==> config.mk <==
export PLATFORM = sky130hd
export DESIGN_NAME = rvc_compressor
export DESIGN_NICKNAME = d
export VERILOG_FILES = /design/src/rtl/rvc_pkg.sv /design/src/rtl/rvc_compress_encode.sv /design/src/rtl/rvc_compressor.sv
export SDC_FILE = /design/constraint.sdc
export NUM_CORES = 1
export LEC_CHECK = 0
export BUFFER_PORTS_ARGS = -buffer_cell sky130_fd_sc_hd__buf_4
export CAP_MARGIN = 15
export CORE_MARGIN = 5
export CORE_UTILIZATION = 38
export CTS_BUF_LIST = sky130_fd_sc_hd__clkbuf_8
export CTS_CLUSTER_DIAMETER = 50
export CTS_CLUSTER_SIZE = 28
export DETAILED_ROUTE_END_ITERATION = 7
export PLACE_DENSITY = 0.62
export SYNTH_ARGS = -nofsm -noshare
export SYNTH_HDL_FRONTEND = slang
export SYNTH_SLANG_ARGS = --single-unit
==> constraint.sdc <==
create_clock -name clock -period 4.15 [get_ports clock]
set_clock_uncertainty 0.1 [all_clocks]
set_input_delay 0.415 -clock clock [delete_from_list [all_inputs] [get_ports clock]]
set_output_delay 0.415 -clock clock [all_outputs]
set_load 0.005 [all_outputs]
==> src/rtl/rvc_pkg.sv <==
// Shared RV32I / RVC encoding constants and the compressor state type.
package rvc_pkg;

  localparam logic [6:0] OPC_OP_IMM = 7'b0010011;
  localparam logic [6:0] OPC_OP     = 7'b0110011;
  localparam logic [6:0] OPC_LUI    = 7'b0110111;

  localparam logic [2:0] F3_ADD = 3'b000;
  localparam logic [2:0] F3_SLL = 3'b001;
  localparam logic [2:0] F3_XOR = 3'b100;
  localparam logic [2:0] F3_SR  = 3'b101;
  localparam logic [2:0] F3_OR  = 3'b110;
  localparam logic [2:0] F3_AND = 3'b111;

  localparam logic [6:0] F7_BASE = 7'b0000000;
  localparam logic [6:0] F7_ALT  = 7'b0100000;

  localparam logic [1:0] CQ0 = 2'b00;
  localparam logic [1:0] CQ1 = 2'b01;
  localparam logic [1:0] CQ2 = 2'b10;

  localparam logic [2:0] CF3_ADDI4SPN = 3'b000;
  localparam logic [2:0] CF3_ADDI     = 3'b000;
  localparam logic [2:0] CF3_LI       = 3'b010;
  localparam logic [2:0] CF3_LUI      = 3'b011;
  localparam logic [2:0] CF3_ALU      = 3'b100;
  localparam logic [2:0] CF3_SLLI     = 3'b000;
  localparam logic [2:0] CF3_CR       = 3'b100;

  localparam logic [1:0] CF2_SRLI = 2'b00;
  localparam logic [1:0] CF2_SRAI = 2'b01;
  localparam logic [1:0] CF2_ANDI = 2'b10;
  localparam logic [1:0] CF2_CA   = 2'b11;

  localparam logic [1:0] CA_SUB = 2'b00;
  localparam logic [1:0] CA_XOR = 2'b01;
  localparam logic [1:0] CA_OR  = 2'b10;
  localparam logic [1:0] CA_AND = 2'b11;

  localparam logic [15:0] C_NOP = 16'h0001;

  typedef enum logic [1:0] {
    EMPTY   = 2'd0,
    HOLD_LO = 2'd1,
    HOLD_HI = 2'd2
  } state_t;

endpackage

==> src/rtl/rvc_compress_encode.sv <==
// Combinational RV32I -> RVC encoder; first matching rule wins.
// c.addi16sp / c.addi4spn exist only when RVC_COMPRESSOR_SP_EN is defined.
module rvc_compress_encode
  import rvc_pkg::*;
(
  input  logic [31:0] in_inst,
  output logic        compressible,
  output logic [15:0] c_half
);

  logic [6:0]  opcode;
  logic [4:0]  rd;
  logic [4:0]  rs1;
  logic [4:0]  rs2;
  logic [2:0]  f3;
  logic [6:0]  f7;
  logic [11:0] imm;
  logic        imm6_ok;
  logic        rd_p;
  logic        rs1_p;
  logic        rs2_p;

  assign opcode  = in_inst[6:0];
  assign rd      = in_inst[11:7];
  assign f3      = in_inst[14:12];
  assign rs1     = in_inst[19:15];
  assign rs2     = in_inst[24:20];
  assign f7      = in_inst[31:25];
  assign imm     = in_inst[31:20];
  assign imm6_ok = (in_inst[31:25] == {7{in_inst[25]}});
  assign rd_p    = (rd[4:3] == 2'b01);
  assign rs1_p   = (rs1[4:3] == 2'b01);
  assign rs2_p   = (rs2[4:3] == 2'b01);

  always_comb begin
    compressible = 1'b0;
    c_half       = '0;
    if (opcode == OPC_OP_IMM && f3 == F3_ADD && rd == '0 && rs1 == '0 && imm == '0) begin
      compressible = 1'b1;
      c_half       = C_NOP;
    end else if (opcode == OPC_OP_IMM && f3 == F3_ADD && rd != '0 && rs1 == '0 && imm6_ok) begin
      compressible = 1'b1;
      c_half       = {CF3_LI, imm[5], rd, imm[4:0], CQ1};
    end else if (opcode == OPC_OP_IMM && f3 == F3_ADD && rd == rs1 && rd != '0
                 && imm != '0 && imm6_ok) begin
      compressible = 1'b1;
      c_half       = {CF3_ADDI, imm[5], rd, imm[4:0], CQ1};
`ifdef RVC_COMPRESSOR_SP_EN
    end else if (opcode == OPC_OP_IMM && f3 == F3_ADD && rd == 5'd2 && rs1 == 5'd2
                 && imm != '0 && imm[3:0] == '0 && imm[11:9] == {3{imm[9]}}) begin
      compressible = 1'b1;
      c_half       = {CF3_LUI, imm[9], 5'd2, imm[4], imm[6], imm[8:7], imm[5], CQ1};
    end else if (opcode == OPC_OP_IMM && f3 == F3_ADD && rd_p && rs1 == 5'd2
                 && imm != '0 && imm[1:0] == '0 && imm[11:10] == '0) begin
      compressible = 1'b1;
      c_half       = {CF3_ADDI4SPN, imm[5:4], imm[9:6], imm[2], imm[3], rd[2:0], CQ0};
`endif
    end else if (opcode == OPC_OP_IMM && f3 == F3_ADD && rd != '0 && rs1 != '0 && imm == '0) begin
      compressible = 1'b1;
      c_half       = {CF3_CR, 1'b0, rd, rs1, CQ2};
    end else if (opcode == OPC_LUI && rd != '0 && rd != 5'd2
                 && in_inst[31:17] == {15{in_inst[17]}} && in_inst[17:12] != '0) begin
      compressible = 1'b1;
      c_half       = {CF3_LUI, in_inst[17], rd, in_inst[16:12], CQ1};
    end else if (opcode == OPC_OP && f3 == F3_ADD && f7 == F7_BASE
                 && rd == rs1 && rd != '0 && rs2 != '0) begin
      compressible = 1'b1;
      c_half       = {CF3_CR, 1'b1, rd, rs2, CQ2};
    end else if (opcode == OPC_OP && f3 == F3_ADD && f7 == F7_BASE
                 && rd != '0 && rs1 == '0 && rs2 != '0) begin
      compressible = 1'b1;
      c_half       = {CF3_CR, 1'b0, rd, rs2, CQ2};
    end else if (opcode == OPC_OP_IMM && f3 == F3_SLL && f7 == F7_BASE
                 && rd == rs1 && rd != '0 && rs2 != '0) begin
      compressible = 1'b1;
      c_half       = {CF3_SLLI, 1'b0, rd, rs2, CQ2};
    end else if (opcode == OPC_OP_IMM && f3 == F3_SR && (f7 == F7_BASE || f7 == F7_ALT)
                 && rd == rs1 && rd_p && rs2 != '0) begin
      compressible = 1'b1;
      c_half       = {CF3_ALU, 1'b0, (f7 == F7_ALT) ? CF2_SRAI : CF2_SRLI, rd[2:0], rs2, CQ1};
    end else if (opcode == OPC_OP_IMM && f3 == F3_AND && rd == rs1 && rd_p && imm6_ok) begin
      compressible = 1'b1;
      c_half       = {CF3_ALU, imm[5], CF2_ANDI, rd[2:0], imm[4:0], CQ1};
    end else if (opcode == OPC_OP && rd == rs1 && rd_p && rs1_p && rs2_p) begin
      compressible = 1'b1;
      if (f3 == F3_ADD && f7 == F7_ALT)
        c_half = {CF3_ALU, 1'b0, CF2_CA, rd[2:0], CA_SUB, rs2[2:0], CQ1};
      else if (f3 == F3_XOR && f7 == F7_BASE)
        c_half = {CF3_ALU, 1'b0, CF2_CA, rd[2:0], CA_XOR, rs2[2:0], CQ1};
      else if (f3 == F3_OR && f7 == F7_BASE)
        c_half = {CF3_ALU, 1'b0, CF2_CA, rd[2:0], CA_OR, rs2[2:0], CQ1};
      else if (f3 == F3_AND && f7 == F7_BASE)
        c_half = {CF3_ALU, 1'b0, CF2_CA, rd[2:0], CA_AND, rs2[2:0], CQ1};
      else
        compressible = 1'b0;
    end
  end

endmodule

==> src/rtl/rvc_compressor.sv <==
// Streaming RV32I-to-RVC compressor: one parcel per compressible instruction, else two.
// Optional SP-relative forms enabled by defining RVC_COMPRESSOR_SP_EN.
module rvc_compressor
  import rvc_pkg::*;
(
  input  logic        clock,
  input  logic        reset,
  input  logic        in_valid,
  output logic        in_ready,
  input  logic [31:0] in_inst,
  output logic        out_valid,
  input  logic        out_ready,
  output logic [15:0] out_half,
  output logic        out_first,
  output logic        out_compressed
);

  state_t      state;
  state_t      state_next;
  logic [15:0] hi_reg;
  logic [15:0] hi_next;
  logic [15:0] half_next;
  logic        first_next;
  logic        comp_next;
  logic        compressible;
  logic [15:0] c_half;
  logic        accept;
  logic        xfer;

  rvc_compress_encode u_encode (
    .in_inst      (in_inst),
    .compressible (compressible),
    .c_half       (c_half)
  );

  assign out_valid = (state != EMPTY);
  assign in_ready  = !reset && ((state == EMPTY) ||
                     (out_ready && ((state == HOLD_HI) || (state == HOLD_LO && out_compressed))));
  assign accept    = in_valid && in_ready;
  assign xfer      = out_valid && out_ready;

  always_comb begin
    state_next = state;
    hi_next    = hi_reg;
    half_next  = out_half;
    first_next = out_first;
    comp_next  = out_compressed;
    unique case (state)
      EMPTY: ;
      HOLD_LO:
        if (xfer) begin
          if (!out_compressed) begin
            state_next = HOLD_HI;
            half_next  = hi_reg;
            first_next = 1'b0;
            comp_next  = 1'b0;
          end else begin
            state_next = EMPTY;
          end
        end
      HOLD_HI:
        if (xfer) state_next = EMPTY;
      default: state_next = EMPTY;
    endcase
    // in_ready already implies the held parcel is leaving, so a load overrides the above
    if (accept) begin
      state_next = HOLD_LO;
      half_next  = compressible ? c_half : in_inst[15:0];
      first_next = 1'b1;
      comp_next  = compressible;
      if (!compressible) hi_next = in_inst[31:16];
    end
  end

  always_ff @(posedge clock) begin
    if (reset) begin
      state          <= EMPTY;
      hi_reg         <= '0;
      out_half       <= '0;
      out_first      <= 1'b0;
      out_compressed <= 1'b0;
    end else begin
      state          <= state_next;
      hi_reg         <= hi_next;
      out_half       <= half_next;
      out_first      <= first_next;
      out_compressed <= comp_next;
    end
  end

endmodule

# Word level (Yosys, flattened, before mapping)
# Cells that the tools add are included.
# word_totals
reg_bits,36
latch_bits,0
ramBits,0
mem_bits_ro,0
input_bits,36
out_inout_bits,20
wordCells,157
mem_count,0
# op_classes
n_addsub,0
n_mul,0
n_div,0
n_lt_le_gt_ge,0
n_eq_ne,24
shifts,0
n_mux,49
bitwise_logic,2
n_reduce_logical,76
# ops
cell,n
16-bit two-way mux,20
1-bit logical AND,52
1-bit two-way mux,25
7-bit by 6-bit equality test with 1-bit output (second input constant),3
5-bit nonzero test,3
14-bit equality test,1
3-bit equality test (second input constant),4
12-bit zero test,1
12-bit nonzero test,1
5-bit zero test,2
3-bit AND reduction,3
2-bit by 1-bit equality test with 1-bit output (second input constant),4
7-bit by 5-bit equality test with 1-bit output (second input constant),1
7-bit zero test,1
6-bit equality test,1
2-bit two-way mux,3
2-bit inequality test (second input constant),3
3-bit inequality test (second input constant),2
2-bit one-hot mux with 3 select lines,1
2-bit nonzero test,3
6-bit nonzero test,1
5-bit equality test,1
5-bit by 2-bit inequality test with 1-bit output (second input constant),1
2-bit AND reduction,2
other kinds (9),12

# Longest topological paths before layout
# Gate-level depths: netlist of the first run.
# depth
depth_word,19
mapped_depth,12
mapped_depth_nobuf,10

# Cells and area by module
# A second synthesis of the first run with hierarchy kept.
# hier_totals
hier_cells,300
area_unflattened_um2,2603.7
# by_module_without_submodules
module,instances,cells_per_inst,area_per_inst_um2,seq_area_each_um2
rvc_compressor,1,185,1805.5,720.7
rvc_compress_encode,1,115,798.3,0.0

# Least setup slack after synthesis of the first run
# No wires, ideal clock.
# synth_timing
path_kind,input to register
from,input port in_inst[17]
to,register hi_reg[10]
setup_time_ns,0.128
arrival_ns,2.594
t_required_ns,3.922
setup_slack_ns,1.328
stages,12
n_path_buf,2
cell_sequence,clkbuf_1 inv_1 ha_1 nor4b_2 nor4bb_1 nand3_1 nand3_1 or2_1 nor4_4 buf_4 mux2i_1 nor2_1
# synth_between
elab_chain_len,18
elab_cells_between_ends,48
classes_between,eq/ne (2); mux (11); bitwise (1); reduce/logical (34)
# synth_lines
element,line_no,source
start: declaration,rvc_compressor.sv:10,"input logic [31:0] in_inst,"
5-bit equality test,-,
1-bit logical AND (4 in series),rvc_compress_encode.sv:84,end else if (opcode == OPC_OP && rd == rs1 && rd_p && rs1_p && rs2_p) begin
1-bit two-way mux,rvc_compress_encode.sv:84,
1-bit two-way mux,rvc_compress_encode.sv:81,end else if (opcode == OPC_OP_IMM && f3 == F3_AND && rd == rs1 && rd_p && imm6_ok) begin
1-bit two-way mux,rvc_compress_encode.sv:77,end else if (opcode == OPC_OP_IMM && f3 == F3_SR && (f7 == F7_BASE || f7 == F7_ALT)
1-bit two-way mux,rvc_compress_encode.sv:73,end else if (opcode == OPC_OP_IMM && f3 == F3_SLL && f7 == F7_BASE
1-bit two-way mux,rvc_compress_encode.sv:69,end else if (opcode == OPC_OP && f3 == F3_ADD && f7 == F7_BASE
1-bit two-way mux,rvc_compress_encode.sv:65,end else if (opcode == OPC_OP && f3 == F3_ADD && f7 == F7_BASE
1-bit two-way mux,rvc_compress_encode.sv:61,end else if (opcode == OPC_LUI && rd != '0 && rd != 5'd2
1-bit two-way mux,rvc_compress_encode.sv:58,end else if (opcode == OPC_OP_IMM && f3 == F3_ADD && rd != '0 && rs1 != '0 && imm == '0) begin
1-bit two-way mux,rvc_compress_encode.sv:44,end else if (opcode == OPC_OP_IMM && f3 == F3_ADD && rd == rs1 && rd != '0
1-bit two-way mux,rvc_compress_encode.sv:41,end else if (opcode == OPC_OP_IMM && f3 == F3_ADD && rd != '0 && rs1 == '0 && imm6_ok) begin
1-bit two-way mux (*),rvc_compress_encode.sv:38,if (opcode == OPC_OP_IMM && f3 == F3_ADD && rd == '0 && rs1 == '0 && imm == '0) begin
1-bit inverter (no line) (*),-,
2-bit AND reduction (no line) (*),-,
end signal: assignment,rvc_compressor.sv:84,hi_reg <= hi_next;
end: declaration,rvc_compressor.sv:20,logic [15:0] hi_reg;
# Mark *: on every way between the ends. The rest lies on a longest branch, timed or not.
# A chain may end at the register's enable or synchronous reset.

# Final worst setup path of the first run
# layout_timing
from,input port in_inst[11]
to,register hi_reg[8]
# Same word-level chain as after synthesis.

==> results.json, run 1 <==
{
  "status": "finished, final reports clean",
  "instances_no_fill": 409,
  "cp_data_arrival_time_ns": 3.35,
  "cp-end-kind": "register",
  "dp_hpwl_mm": 6.09,
  "synthTopCellsByArea": "dfxtp_1 (30%), mux2i_1 (7.9%), nor2_1 (5.9%)",
  "chipHeight_um": 89.7,
  "vdd_drop_max_mv": 0.162,
  "syn_area_per_cell_um2": 8.63,
  "drc": 0,
  "grt_pass1_vias": 2428,
  "synth.top_cells.by_count": "nor2_1 (38), dfxtp_1 (36), mux2i_1 (19)",
  "yosysWarnings": 0,
  "portBuffers": 55,
  "finalSetupTns_ns": 0,
  "period_share_pct": 78.9,
  "period_needed_ns": 3.27,
  "ys_ff_latch": 36,
  "tightest_slew_ns": 1.00,
  "finalHoldViolations": 0,
  "cts_max_level": 2,
  "fin_nets": 369,
  "power_leakage_nw": 1.13,
  "antenna_left": 0,
  "cts.path.max_buffers": 2,
  "relSlewSlack_pct": 32.6,
  "antenna_found_initial": 0,
  "setup_viol": 0,
  "vias": 2457,
  "post-cts-setup-buffer-count": 0,
  "synth_most_common_cell": "nor2_1",
  "gp_congestion": 1.00,
  "numCtsBuffers": 5,
  "grt_use_total_pct": 19.6,
  "seq_area_frac_synth_pct": 29.8,
  "drive_gt1_share_pct": 27.4,
  "root_buffer": "clkbuf_8",
  "fin_area_mm2": 0.00294,
  "netlist_instances": 280,
  "final_util_pct": 46.8,
  "grt_pass1_wl_mm": 13.0,
  "drv_cap": 0,
  "yosys.area.top_type_share_pct": 29.8,
  "core_mm2": 0.00628,
  "worstSetupPathType": "input port to register",
  "placed_cell_area_mm2": 0.00285,
  "critical_path_required_ns": 4.22,
  "synth_top_cell_by_area": "dfxtp_1",
  "start_util_pct": 38.5,
  "start_kind": "input port",
  "synth-edff-count": 0,
  "initialDrtViolationCount": 178,
  "slew_violations": 0,
  "max_freq_mhz": 306,
  "clock_sinks": 36,
  "ctsResizeCount": 0,
  "die-area_mm2": 0.00805,
  "ys.flop_type": "dfxtp_1",
  "met2RoutedLength_mm": 3.75,
  "holdCritPathClass": "input port to register",
  "highest_layer": "met4",
  "wl_mm": 7.99,
  "place_inst": 401,
  "synth.distinct_cells": 63,
  "synthArstFlopShare_pct": 0,
  "grt_max_degree": 35,
  "fp-row-count": 29,
  "ctsHoldBuffers": 0,
  "area_growth_pct": 21.5,
  "syn_nets": 318,
  "first_pass_iters": 5,
  "route.met3.wl_um": 583,
  "clk_pin_slew_worst_paths_ns": 0.08,
  "power-per-cell-area_mw_per_mm2": 288,
  "n_antenna_cell": 0,
  "tritoncts": "built",
  "ioPinCount": 56,
  "wl_per_cell_um": 19.5,
  "clk_latency_ns": 0.29,
  "rsz0062_at_grt": "no",
  "critPathMaxFanout": 14,
  "fp.dieW_um": 89.7,
  "grt_overflow": 0,
  "setup_ws_ns": 0.877,
  "routed_via_density": 6.01,
  "synth_area_mm2": 0.00242,
  "wl_met1_mm": 3.46,
  "pre_cts_ws_ns": 0.586
}
==> path summary, 6_finish.rpt <==
check / startpoint / end / slack (ns) / cells after the start
setup / recovery: in_inst[11] / hi_reg[8] / 0.88 / 10
setup reg to reg: state[1] / hi_reg[8] / 0.94 / 9
hold reg to reg: hi_reg[7] / hi_reg[7] / 0.40 / 2
hold / removal: out_ready / state[0] / 0.22 / 2
==> final cells by class <==
type                            count  area [µm²]
Sequential cell                    36         721
Tap cell                           77        96.3
Multi-Input combinational cell    219        1550
Clock buffer                        5        68.8
Clock inverter                      3        18.8
Timing Repair Buffer               59         443
Inverter                           10        37.5
Fill cell                         639        3340
==> through the flow <==
stage	power (W)	hold slack (ns)
floorplan	0.000508	0.353
finish	0.000847	0.220
global placement	0.000603	0.371
CTS	0.000853	0.216
detailed placement	0.000603	0.378
global route	0.000890	0.219
==> worst max-delay path, stage by stage <==
cell and delay (ns):
buf_4 0.13, or4_4 0.57, o21ai_4 0.22, nor4_1 0.15, a211oi_2 0.29, nor2_4 0.11
nor4_4 0.76, buf_4 0.38, mux2i_1 0.23, nor2_1 0.05
==> power by group <==
| part | internal [W] | total (W) | switching (W) |
|---|---|---|---|
| clock | 0.000117 | 0.000252 | 0.000135 |
| combinational | 0.0000989 | 0.000210 | 0.000111 |
| sequential | 0.000371 | 0.000385 | 0.0000138 |
| total | 0.000587 | 0.000847 | 0.000260 |
==> per-layer routing <==
metal / vias to the layer above / GRT usage, %
met3: 20 / 5.51
met5: - / 0
met4: 0 / 6.93
met2: 130 / 30.9
li1: 1146 / -
met1: 1161 / 25.6
==> placed cells by master (no fill, tap or decap), types with 2 or more instances in the layout <==
cell type and count:
a211oi_1 12, a211oi_2 3, a21o_1 3, a21oi_1 16, a222oi_1 4, a311o_1 2, a32o_1 2, and3_1 2
buf_4 59, clkbuf_8 5, clkinv_2 2, dfxtp_1 36, ha_1 2, inv_1 10, mux2i_1 19, nand2_1 18
nand2b_1 3, nand3_1 4, nand3b_1 3, nand4_1 6, nor2_1 38, nor2b_1 2, nor3_1 7, nor3_4 2
nor4_1 4, nor4_4 3, nor4b_1 2, nor4bb_1 2, o211ai_1 2, o21a_1 10, o21ai_0 4, o21ai_1 4
o22ai_1 4, or2_0 2, or4_4 3, xnor2_1 6
==> cell families (layout without fill, tap and decap cells) <==
| logic type | after synthesis | count (layout) | share of synthesized area, % |
|---|---|---|---|
| muxes | 20 | 20 | 8.34 |
| and+or+nand+nor | 116 | 116 | 29.1 |
| xor gates and xnor gates | 6 | 6 | 2.18 |
| AOI/OAI and AO/OA | 75 | 75 | 23.6 |
| DFF | 36 | 36 | 29.8 |
| adders and majority gates | 2 | 2 | 1.04 |
| buffers and inverters | 25 | 77 | 5.96 |
Power figures use the tool's default switching activity.
==> run 2, diff against run 1 <==
- PLACE_DENSITY: 0.62 -> 0.64
- clock period: 4.15 -> 2.63 ns (I/O delays scaled with it)
==> results.json, run 2 (synthesis gave the netlist of run 1 again) <==
{
  "clock_sinks": 36,
  "critical_path_required_ns": 2.70,
  "crit_path_frequent_cell": "buf_4",
  "drive_gt1_share_pct": 37.2,
  "layout_common_cells": "buf_4 (108), nor2_1 (38), dfxtp_1 (36), mux2i_1 (19), nand2_1 (18)",
  "n_antenna_cell": 0,
  "crit_slowest_cell": "or4_4",
  "worst-path-buf-inv": 3,
  "grt_overflow": 0,
  "vdd_drop_max_mv": 0.329,
  "post-cts-setup-buffer-count": 0,
  "fin_total_pwr_w": 0.00140,
  "drc": 0,
  "antenna_left": 0,
  "min-delay-start": "out_ready",
  "reg2reg_slack_ns": 0.31,
  "numCtsBuffers": 5,
  "routed_via_density": 5.68,
  "instances_no_fill": 459,
  "rsz0062_at_grt": "no",
  "final_common_cell": "buf_4",
  "core_mm2": 0.00628,
  "die-area_mm2": 0.00805,
  "area_growth_pct": 38.0,
  "start_util_pct": 38.5,
  "relSlewSlack_pct": 69.8,
  "cts.path.max_buffers": 2,
  "status": "finished, final reports clean",
  "fin_nets": 419,
  "top_usage_layer": "met2",
  "setup_viol": 0,
  "period_needed_ns": 2.51,
  "finalHoldViolations": 0,
  "initialDrtViolationCount": 293,
  "portBuffers": 55,
  "crit_path_max_incr_delay_ns": 0.53,
  "grt_pass1_vias": 2518,
  "wl_per_cell_um": 18.6,
  "first_pass_iters": 5,
  "hold_end": "state[0]",
  "grt_max_degree": 35,
  "power-per-cell-area_mw_per_mm2": 420,
  "ff2ff_path_depth": 9,
  "grt.met3_usage_pct": 3.84,
  "r2r_end": "hi_reg[0]",
  "wl_mm": 8.52,
  "clk_latency_ns": 0.29,
  "start_kind": "input port",
  "root_buffer": "clkbuf_8",
  "power_leakage_nw": 1.38,
  "slew_violations": 0,
  "fp.dieW_um": 89.7,
  "vias": 2606,
  "fp-row-count": 29,
  "holdCritPathClass": "input port to register",
  "dp_hpwl_mm": 6.71,
  "worst_r2r_startpoint": "state[1]",
  "tritoncts": "built",
  "chipHeight_um": 89.7,
  "max_freq_mhz": 399,
  "whs_path_depth": 2,
  "place_inst": 451,
  "critPathMaxFanout": 9,
  "period_share_pct": 95.3,
  "critical-path-top-delay-family": "simple AND/OR/NAND/NOR gates",
  "grt_use_total_pct": 20.8,
  "grtUsageMet2_pct": 32.3,
  "cp-end-kind": "register",
  "tightest_slew_ns": 0.450,
  "ctsHoldBuffers": 0,
  "antenna_found_initial": 0,
  "cp_data_arrival_time_ns": 2.58,
  "clk_pin_slew_worst_paths_ns": 0.07,
  "hold-worst-slack_ns": 0.0601,
  "cts_max_level": 2,
  "ioPinCount": 56,
  "met1_usage_pct": 28.5,
  "gp_congestion": 0.999,
  "worstSetupPathType": "input port to register",
  "grt_pass1_wl_mm": 13.6,
  "drv_cap": 0,
  "cp_cell_sequence": "buf_4 > or4_4 > buf_4 > nor4_4 > nor3_1 > nor2_2 > nor2_4 > nor4_4 > buf_4 > mux2i_1 > nor2_1"
}
run 2: layout make-up:
class,count,area (µm²)
clock buffer,6,82.6
clock inverter,2,11.3
tap,77,96.3
timing repair buffer,109,822
sequential,36,721
inverter,10,37.5
fill,634,2940
multi-input combinational,219,1560
run 2: repair_timing:
action	4_1_cts	5_1_grt
hold endpoints to repair	0	0
endpoints found under the setup margin	0	6
resized for setup	0	3
run 2: routing by layer:
metal	vias up	part of all wire (%)
li1	1252	-
met1	1212	44
met2	120	46
met3	22	7.1
met4	0	3.3
met5	-	0
run 2: how the worst max path moves through the flow:
stage                startpoint          end  slack [ns]  cells past startpoint
finish              in_inst[31]    hi_reg[0]        0.12                     11
CTS                 in_inst[31]  out_half[0]        0.05                     11
floorplan           in_inst[11]    hi_reg[1]       0.008                      9
global route        in_inst[31]    hi_reg[3]      0.0007                     11
global placement    in_inst[31]  out_half[0]       -0.28                     11
detailed placement  in_inst[31]  out_half[0]       -0.26                     11
run 2: where the power goes:
group	internal, W	total [W]	switching, W
Combinational	0.000183	0.000367	0.000184
Clock	0.000209	0.000423	0.000214
Sequential	0.000586	0.000609	0.0000230
run 2: through the flow:
step                utilization (%)  worst slack [ns]  TNS [ns]  instance area, µm²
floorplan                         -           0.00762         0                2420
global placement               51.4            -0.280     -4.29                3220
detailed placement             51.4            -0.258     -4.52                3220
CTS                            52.9            0.0474         0                3320
global route                   53.1          0.000681         0                3330
finish                         53.1             0.124         0                3330
